File: src/rtl/fc_mac_array_if.sv
// Bus bundle for the fully connected MAC array: control, the beat stream
// in, and the result port out. The engine uses the slave modport.
interface fc_mac_array_if #(
  parameter int LANES = 4,
  parameter int DW    = 8,
  parameter int WW    = 8,
  parameter int BW    = 16,
  parameter int AW    = 32,
  parameter int OW    = 8,
  parameter int LEN_W = 10,
  parameter int SH_W  = 5
);
  logic                   start;
  logic                   abort;
  logic [LEN_W-1:0]       len;
  logic [SH_W-1:0]        shift;
  logic                   relu_en;
  logic [LANES*BW-1:0]    bias_i;
  logic                   in_valid;
  logic                   in_ready;
  logic [DW-1:0]          data_i;
  logic [LANES*WW-1:0]    weight_i;
  logic                   out_valid;
  logic                   out_ready;
  logic [LANES*AW-1:0]    acc_o;
  logic [LANES*OW-1:0]    q_o;
  logic                   busy;

  modport master (
    output start, abort, len, shift, relu_en, bias_i,
    output in_valid, data_i, weight_i, out_ready,
    input  in_ready, out_valid, acc_o, q_o, busy
  );

  modport slave (
    input  start, abort, len, shift, relu_en, bias_i,
    input  in_valid, data_i, weight_i, out_ready,
    output in_ready, out_valid, acc_o, q_o, busy
  );
endinterface

File: src/rtl/fc_mac_array.sv
// Multi-lane MAC engine for the FC layer. Every lane starts from its bias,
// accumulates len products of the shared activation with its own weight
// through a two-stage (multiply, add) pipeline, and exposes the raw
// accumulator plus a rounded/shifted/ReLU'd/saturated result.
module fc_mac_array #(
  parameter int LANES = 4,
  parameter int DW    = 8,
  parameter int WW    = 8,
  parameter int BW    = 16,
  parameter int AW    = 32,
  parameter int OW    = 8,
  parameter int LEN_W = 10,
  parameter int SH_W  = 5
) (
  input logic           clk,
  input logic           rst_n,
  fc_mac_array_if.slave bus
);
  localparam int PW     = DW + WW;
  localparam int QMAX_I = (1 << (OW - 1)) - 1;
  localparam int QMIN_I = -(1 << (OW - 1));

  typedef enum logic [1:0] {S_IDLE, S_ACC, S_DRAIN, S_OUT} state_t;

  state_t                r_state;
  logic                  r_in_ready;
  logic                  r_out_valid;
  logic                  r_busy;
  logic [LEN_W-1:0]      r_len;
  logic [LEN_W-1:0]      r_count;
  logic [SH_W-1:0]       r_shift;
  logic                  r_relu;
  logic                  r_prod_vld;
  logic signed [PW-1:0]  r_prod [LANES];
  logic signed [AW-1:0]  r_acc  [LANES];

  logic                  w_accept;
  logic                  w_load;
  logic [LEN_W-1:0]      w_count_nxt;

  // Round half up, arithmetic shift, optional ReLU, then clamp to OW bits.
  // The extra top bit keeps the rounding add from overflowing.
  function automatic logic signed [OW-1:0] requant(
    input logic signed [AW-1:0] acc,
    input logic [SH_W-1:0]      sh,
    input logic                 relu
  );
    logic signed [AW:0] rnd;
    logic signed [AW:0] r;
    logic signed [AW:0] s;
    logic signed [AW:0] qmax;
    logic signed [AW:0] qmin;
    rnd = '0;
    if (sh != '0) rnd = (AW+1)'(1) << (sh - SH_W'(1));
    r    = (AW+1)'(acc) + rnd;
    s    = r >>> sh;
    qmax = (AW+1)'(QMAX_I);
    qmin = (AW+1)'(QMIN_I);
    if (relu && (s < 0)) s = '0;
    if (s > qmax)      s = qmax;
    else if (s < qmin) s = qmin;
    return OW'(s);
  endfunction

  assign w_accept    = r_in_ready & bus.in_valid;
  assign w_load      = (r_state == S_IDLE) & bus.start;
  assign w_count_nxt = r_count + LEN_W'(1);

  assign bus.in_ready  = r_in_ready;
  assign bus.out_valid = r_out_valid;
  assign bus.busy      = r_busy;

  // Control FSM: beat counting, stage-1 valid, handshake flags; abort wins.
  always_ff @(posedge clk or negedge rst_n) begin
    if (!rst_n) begin
      r_state     <= S_IDLE;
      r_in_ready  <= 1'b0;
      r_out_valid <= 1'b0;
      r_busy      <= 1'b0;
      r_len       <= '0;
      r_count     <= '0;
      r_shift     <= '0;
      r_relu      <= 1'b0;
      r_prod_vld  <= 1'b0;
    end else if (bus.abort) begin
      r_state     <= S_IDLE;
      r_in_ready  <= 1'b0;
      r_out_valid <= 1'b0;
      r_busy      <= 1'b0;
      r_count     <= '0;
      r_prod_vld  <= 1'b0;
    end else begin
      case (r_state)
        S_IDLE: begin
          r_prod_vld <= 1'b0;
          if (bus.start) begin
            r_len   <= bus.len;
            r_shift <= bus.shift;
            r_relu  <= bus.relu_en;
            r_count <= '0;
            r_busy  <= 1'b1;
            if (bus.len == '0) begin
              r_state <= S_DRAIN;
            end else begin
              r_state    <= S_ACC;
              r_in_ready <= 1'b1;
            end
          end
        end
        S_ACC: begin
          r_prod_vld <= w_accept;
          if (w_accept) begin
            r_count <= w_count_nxt;
            if (w_count_nxt == r_len) begin
              r_state    <= S_DRAIN;
              r_in_ready <= 1'b0;
            end
          end
        end
        S_DRAIN: begin
          r_prod_vld  <= 1'b0;
          r_state     <= S_OUT;
          r_out_valid <= 1'b1;
        end
        default: begin
          if (bus.out_ready) begin
            r_state     <= S_IDLE;
            r_out_valid <= 1'b0;
            r_busy      <= 1'b0;
          end
        end
      endcase
    end
  end

  // Datapath: stage 1 multiplies the accepted beat, stage 2 accumulates.
  always_ff @(posedge clk or negedge rst_n) begin
    if (!rst_n) begin
      for (int k = 0; k < LANES; k++) begin
        r_prod[k] <= '0;
        r_acc[k]  <= '0;
      end
    end else begin
      for (int k = 0; k < LANES; k++) begin
        if (w_accept && !bus.abort)
          r_prod[k] <= $signed(bus.data_i) * $signed(bus.weight_i[k*WW +: WW]);
        if (bus.abort)
          r_acc[k] <= '0;
        else if (w_load)
          r_acc[k] <= AW'($signed(bus.bias_i[k*BW +: BW]));
        else if (r_prod_vld)
          r_acc[k] <= r_acc[k] + AW'(r_prod[k]);
      end
    end
  end

  for (genvar k = 0; k < LANES; k++) begin : g_lane
    assign bus.acc_o[k*AW +: AW] = r_acc[k];
    assign bus.q_o[k*OW +: OW]   = requant(r_acc[k], r_shift, r_relu);
  end

endmodule
File: src/flat_wrapper.sv
// flat-port wrapper written by rule: the top's interface ports become plain ports
module fc_mac_array_flat 
#(
  parameter int LANES = 4,
  parameter int DW    = 8,
  parameter int WW    = 8,
  parameter int BW    = 16,
  parameter int AW    = 32,
  parameter int OW    = 8,
  parameter int LEN_W = 10,
  parameter int SH_W  = 5
)
  (clk, rst_n, bus_start, bus_abort, bus_len, bus_shift, bus_relu_en, bus_bias_i, bus_in_valid, bus_data_i, bus_weight_i, bus_out_ready, bus_in_ready, bus_out_valid, bus_acc_o, bus_q_o, bus_busy);
  fc_mac_array_if #(.LANES(LANES), .DW(DW), .WW(WW), .BW(BW), .AW(AW), .OW(OW), .LEN_W(LEN_W), .SH_W(SH_W)) bus_i ();
  input logic clk;
  input logic rst_n;
  input wire logic [$bits(bus_i.start)-1:0] bus_start;
  input wire logic [$bits(bus_i.abort)-1:0] bus_abort;
  input wire logic [$bits(bus_i.len)-1:0] bus_len;
  input wire logic [$bits(bus_i.shift)-1:0] bus_shift;
  input wire logic [$bits(bus_i.relu_en)-1:0] bus_relu_en;
  input wire logic [$bits(bus_i.bias_i)-1:0] bus_bias_i;
  input wire logic [$bits(bus_i.in_valid)-1:0] bus_in_valid;
  input wire logic [$bits(bus_i.data_i)-1:0] bus_data_i;
  input wire logic [$bits(bus_i.weight_i)-1:0] bus_weight_i;
  input wire logic [$bits(bus_i.out_ready)-1:0] bus_out_ready;
  output wire logic [$bits(bus_i.in_ready)-1:0] bus_in_ready;
  output wire logic [$bits(bus_i.out_valid)-1:0] bus_out_valid;
  output wire logic [$bits(bus_i.acc_o)-1:0] bus_acc_o;
  output wire logic [$bits(bus_i.q_o)-1:0] bus_q_o;
  output wire logic [$bits(bus_i.busy)-1:0] bus_busy;
  assign bus_i.start = bus_start;
  assign bus_i.abort = bus_abort;
  assign bus_i.len = bus_len;
  assign bus_i.shift = bus_shift;
  assign bus_i.relu_en = bus_relu_en;
  assign bus_i.bias_i = bus_bias_i;
  assign bus_i.in_valid = bus_in_valid;
  assign bus_i.data_i = bus_data_i;
  assign bus_i.weight_i = bus_weight_i;
  assign bus_i.out_ready = bus_out_ready;
  assign bus_in_ready = bus_i.in_ready;
  assign bus_out_valid = bus_i.out_valid;
  assign bus_acc_o = bus_i.acc_o;
  assign bus_q_o = bus_i.q_o;
  assign bus_busy = bus_i.busy;
  fc_mac_array #(.LANES(LANES), .DW(DW), .WW(WW), .BW(BW), .AW(AW), .OW(OW), .LEN_W(LEN_W), .SH_W(SH_W)) u_core (.clk(clk), .rst_n(rst_n), .bus(bus_i));
endmodule
File: config.mk
export PLATFORM = sky130hd
export DESIGN_NAME = fc_mac_array_flat
export DESIGN_NICKNAME = d
export VERILOG_FILES = /design/src/rtl/fc_mac_array_if.sv /design/src/rtl/fc_mac_array.sv /design/src/flat_wrapper.sv
export SDC_FILE = /design/constraint.sdc
export NUM_CORES = 2
export LEC_CHECK = 0
export ABC_AREA = 1
export CORE_MARGIN = 2
export CORE_UTILIZATION = 50
export DETAILED_ROUTE_END_ITERATION = 12
export DONT_BUFFER_PORTS = 1
export HOLD_SLACK_MARGIN = 0.15
export PLACE_DENSITY = 0.67
export SLEW_MARGIN = 20
export SYNTH_ARGS = -nofsm -noshare
export SYNTH_HDL_FRONTEND = slang
export SYNTH_SLANG_ARGS = --single-unit
File: constraint.sdc
create_clock -name clk -period 7.55 [get_ports clk]
set_clock_uncertainty 0.15 [all_clocks]
set_input_delay 2.265 -clock clk [delete_from_list [all_inputs] [get_ports clk]]
set_output_delay 2.265 -clock clk [all_outputs]
set_load 0.01 [all_outputs]
==> summary.md <==
Dividing the final minimum period by the clock period gives 98.8%. After detailed routing, the total wire length is 171 mm. The run finished with clean final reports. The worst setup path is of the reg -> out kind. The required arrival time at the worst endpoint is 5.14 ns, and the via count normalized by instance count is 5.77. The detailed-placement wirelength estimate is 137 mm, and the switching power as a share of total power is 60.6%. Cell internal power was estimated by the tool at 7900 µW.

The floorplan step defined a die boundary enclosing 90100 µm². The first detailed-routing pass ran for 6 iterations. In this run, post-CTS hold repair placed 0 buffers.

Die boundary height: 300 µm. Entering global routing, the biggest net connects 225 pins. The combinational family with the most area after synthesis was simple AND/OR/NAND/NOR gates. For this run the aggregate overflow at the end of global routing stands at 0. The post-synthesis compound-gate area fraction works out to 12.7%. The fraction of the yosys area taken by sequential cells is 12.8%, and the number of levels in the clock H-tree is 2. For this design the ratio of total power to cell area is 422 nW/µm². The filler cells instantiated in the layout total 9064. For the pin with the worst max-slew slack, the measured transition is 1.12 ns. Routability-driven placement finished with a final weighted congestion of 1.03.

STA classifies the critical path endpoint as an output pin. The final count of hold timing violations was 0; the register clock-pin slew on the reported worst setup and hold paths was 0.06 ns. The run gives 7799 as the post-layout net count.

The cell with the largest stage delay on the worst path was sky130_fd_sc_hd__dfrtp_4. The combinational cell fraction of total power was 78.0%; the proportion of synthesized flip-flops having asynchronous set or reset was 100%. Simple-gate portion of the synthesized area: 39.7%. The logs give 3 for the largest buffer count on any clock path and 47900 for the total vias in the final route. The run gives 43800 µm² as the post-synth design cell area. By count the netlist is led by sky130_fd_sc_hd__nand2_1, sky130_fd_sc_hd__nand3_1, sky130_fd_sc_hd__inv_1, sky130_fd_sc_hd__nor2_1, sky130_fd_sc_hd__a21oi_1. The Yosys step of the flow raised 0 warnings.

The synthesized area divided by synthesized cell count is 6.06 µm². Number of global-route vias before repair: 44100. For hold timing, the worst endpoint is u_core.r_prod[51]. The adder-cell share of the synthesized area was 19.6%; the clock group share of total power was 8.3%. STA classifies the critical path startpoint as a flip-flop. TritonCTS built the clock tree. Predominant post-synthesis flop cell: sky130_fd_sc_hd__dfrtp_1. The dominant cell type by count on the critical path was sky130_fd_sc_hd__nand2_1. Across all register-to-register paths, the minimum setup slack is 2.36 ns. In the post-route analysis, the smallest setup slack over all paths is 0.0882 ns. The share of synthesized area spent on multiplexers is 0.320%, and the post-synthesis sequential element count is 224. The logs give 0.134 GHz for the achievable clock frequency and 0.442 ns for the minimum setup slack after placement. The tree is rooted in a sky130_fd_sc_hd__clkbuf_16. Number of antenna violations at the first check in global routing: 24.

The hold-critical path depth was 2; the post-detailed-placement cell area was 44600 µm². For this run, the total global-route usage over all layers was measured as 37.1%. The tools report the number of clock buffers inserted by TritonCTS as 34. The tools report the reg-to-reg critical path endpoint as u_core.bus.acc_o[87]. The fraction of final layout cells with drive strength greater than 1 was 9.52%.

The final standard cell area without fillers is 47500 µm². For the worst setup path, the data arrival time is 5.05 ns. Once the floorplan was initialized, standard cells occupied 50.5% of the core.

The core region is 86900 µm². The floorplan step set the die width to 300 µm. The summed negative setup slack over all endpoints was 0 ns; the fraction of synthesized cell area in xor and xnor cells was 3.24%.

The tools report the first-iteration detailed-routing DRC count as 5091. The most repeated cell in the gate-level netlist after synthesis was sky130_fd_sc_hd__nand2_1. By area the synthesized netlist is led by sky130_fd_sc_hd__nand2_1, sky130_fd_sc_hd__dfrtp_1, sky130_fd_sc_hd__nand3_1. In this run the critical register-to-register path is launched from u_core.bus.acc_o[66].

The maximum net fanout on the critical path was 7; the clock latency of the later-clocked register in the worst-skew pair was 0.59 ns. In the routed design, unresolved DRC markers number 0. The synthesized design contains 0 enable-type register cells. Setup repair after global routing could not meet its margin everywhere.

Setup violations remaining at the end of the flow were counted as 0. The layout-stage area growth over the synthesis result works out to 8.27%. Summed over all nets, the switching power comes to 12100 µW.

For the tightest slew margin relative to the limit, the log shows 25.7%. Counting cells, the worst reg-to-reg path comes to 18. Dominant delay contributor by cell family on the critical path: simple AND/OR/NAND/NOR gates. Synthesis handed over a netlist of 7232 instances. The source of the worst hold timing path was u_core.r_prod[51]. For the number of cell rows, the log shows 108.

The antenna violation net count after detailed routing is 0. For the global-route wire length before repair, the log shows 261 mm. The number of placed I/O pins is 289, and the top-area cell type share of the netlist area is 18.0%. For the largest vdd supply drop, the log shows 0.000320 V. The logs give 69 for the unique cell type count in the Yosys netlist and 0 for the count of final max-slew check failures. Sequential cells burn 13.7% of the power.

The total of buffers placed on input and output ports works out to 0. The clock drives 224 sinks. The tool flagged a number of max-cap violations equal to 0.

The path class of the tightest hold or removal check is reg -> reg. The worst path in the final design needs a cycle of 7.46 ns, including I/O delays and setup. Dividing the detail-routed wire length by the instance count gives 20.5 µm. For this run, the slowest stage of the critical path takes 0.49 ns. The biggest area consumer among synthesized cells is sky130_fd_sc_hd__nand2_1. The buffer and inverter count on the worst path came out at 7. Leakage power summed over all cells: 0.0252 µW.
==> power groups by stage <==
stage | logic [µW] | registers, µW | clock network, µW
final | 15600 | 2750 | 1670
after global routing | 17500 | 2780 | 1730
after CTS | 14800 | 2730 | 1690
after detailed placement | 14600 | 2760 | 0
after global placement | 14500 | 2750 | 0
after floorplan | 11400 | 2180 | 0
==> sequential cells by signal (all words and copies together), names as in the netlist <==
name	cells
u_core.r_state	2
u_core.bus.out_valid	1
u_core.bus.acc_o	128
u_core.r_len	10
u_core.r_count	10
u_core.r_relu	1
u_core.r_prod_vld	1
u_core.bus.in_ready	1
u_core.r_prod	64
u_core.bus.busy	1
u_core.r_shift	5
==> cell families after synthesis <==
logic type / after synthesis
AND/OR/NAND/NOR: 3967
buffers and inverters: 1314
AO/OA/AOI/OAI: 998
adder cells (fa/ha/maj): 553
flip-flops: 224
XOR/XNOR: 162
multiplexers: 13
other: 1
==> worst register-to-register path, stage by stage, from the launching register on <==
cell and delay (ns):
sky130_fd_sc_hd__dfrtp_1 0.55, sky130_fd_sc_hd__ha_1 0.44, sky130_fd_sc_hd__a21oi_1 0.14, sky130_fd_sc_hd__nand2_1 0.09, sky130_fd_sc_hd__a21oi_1 0.15, sky130_fd_sc_hd__o21bai_1 0.10
sky130_fd_sc_hd__nand2_1 0.09, sky130_fd_sc_hd__nand2_1 0.06, sky130_fd_sc_hd__a21oi_1 0.20, sky130_fd_sc_hd__o21ai_0 0.18, sky130_fd_sc_hd__a21boi_0 0.35, sky130_fd_sc_hd__o21ai_0 0.21
sky130_fd_sc_hd__a21boi_0 0.72, sky130_fd_sc_hd__o21ai_0 0.26, sky130_fd_sc_hd__a21boi_0 0.44, sky130_fd_sc_hd__o21ai_0 0.34, sky130_fd_sc_hd__or2_2 0.36, sky130_fd_sc_hd__a21oi_1 0.11
sky130_fd_sc_hd__o21ai_0 0.10
==> repair_timing <==
action	CTS	global route
pin swaps	3	54
buffers inserted	10	44
hold endpoints to repair	0	0
resized for setup	23	316
setup endpoints to repair	28	28
==> metal layers <==
layer,GRT usage [%],vias up,routed length (µm)
met3,8.43,341,16600
met5,0,-,145
li1,-,23200,-
met4,16.0,24,7700
met1,52.2,22200,75100
met2,54.2,2085,71000
==> worst max path at each step <==
stage / startpoint / end / slack, ns / cells after the start
CTS: u_core.r_shift[2] / bus_q_o[9] / 0.001 / 32
detailed placement: u_core.r_shift[2] / bus_q_o[9] / 0.44 / 26
finish: u_core.r_shift[1] / bus_q_o[26] / 0.09 / 32
global route: u_core.r_shift[1] / bus_q_o[12] / -0.21 / 30
floorplan: u_core.r_shift[4] / bus_q_o[10] / 0.20 / 30
global placement: u_core.r_shift[2] / bus_q_o[11] / 0.38 / 26
==> cells in the final DEF, fill, tap and decap left out, drive strengths merged, types with 8 or more instances in the layout <==
cell type | Yosys | routed
or2 | 12 | 12
o211ai | 31 | 31
inv | 1046 | 1045
nor2 | 551 | 551
nor3 | 44 | 44
buf | 125 | 112
a21boi | 25 | 25
o22ai | 57 | 57
mux2 | 8 | 8
ha | 329 | 329
xnor2 | 48 | 48
o21bai | 28 | 28
o21a | 18 | 18
xor2 | 114 | 114
a31oi | 25 | 25
fa | 224 | 224
a21o | 8 | 8
nand2 | 2203 | 2203
o21ai | 373 | 373
nand4 | 51 | 51
clkinv | 5 | 9
o31ai | 18 | 18
a21oi | 390 | 390
diode | 0 | 12
dfrtp | 224 | 224
clkbuf | 138 | 49
nand3 | 1082 | 1082
==> stage by stage <==
step	utilization, %	hold WS (ns)	power (µW)	std cells
detailed placement	51.3	0.313	17400	8185
CTS	52.9	0.327	19200	8252
global route	54.6	0.345	22000	8307
global placement	51.3	0.310	17200	8185
floorplan	-	0.296	13500	7235
finish	54.6	0.323	20000	8308
==> layout make-up <==
| class | count | area (µm²) | area share, % |
|---|---|---|---|
| clock buffers | 49 | 987 | 2.08 |
| multi-input cells | 5697 | 34200 | 72.1 |
| diodes | 12 | 30.0 | 0.0633 |
| clock inverters | 8 | 139 | 0.293 |
| inverters | 1051 | 3990 | 8.41 |
| well taps | 1155 | 1450 | 3.04 |
| repair buffers | 112 | 1010 | 2.12 |
| flip-flops and latches | 224 | 5620 | 11.8 |
Power figures use the tool's default switching activity.
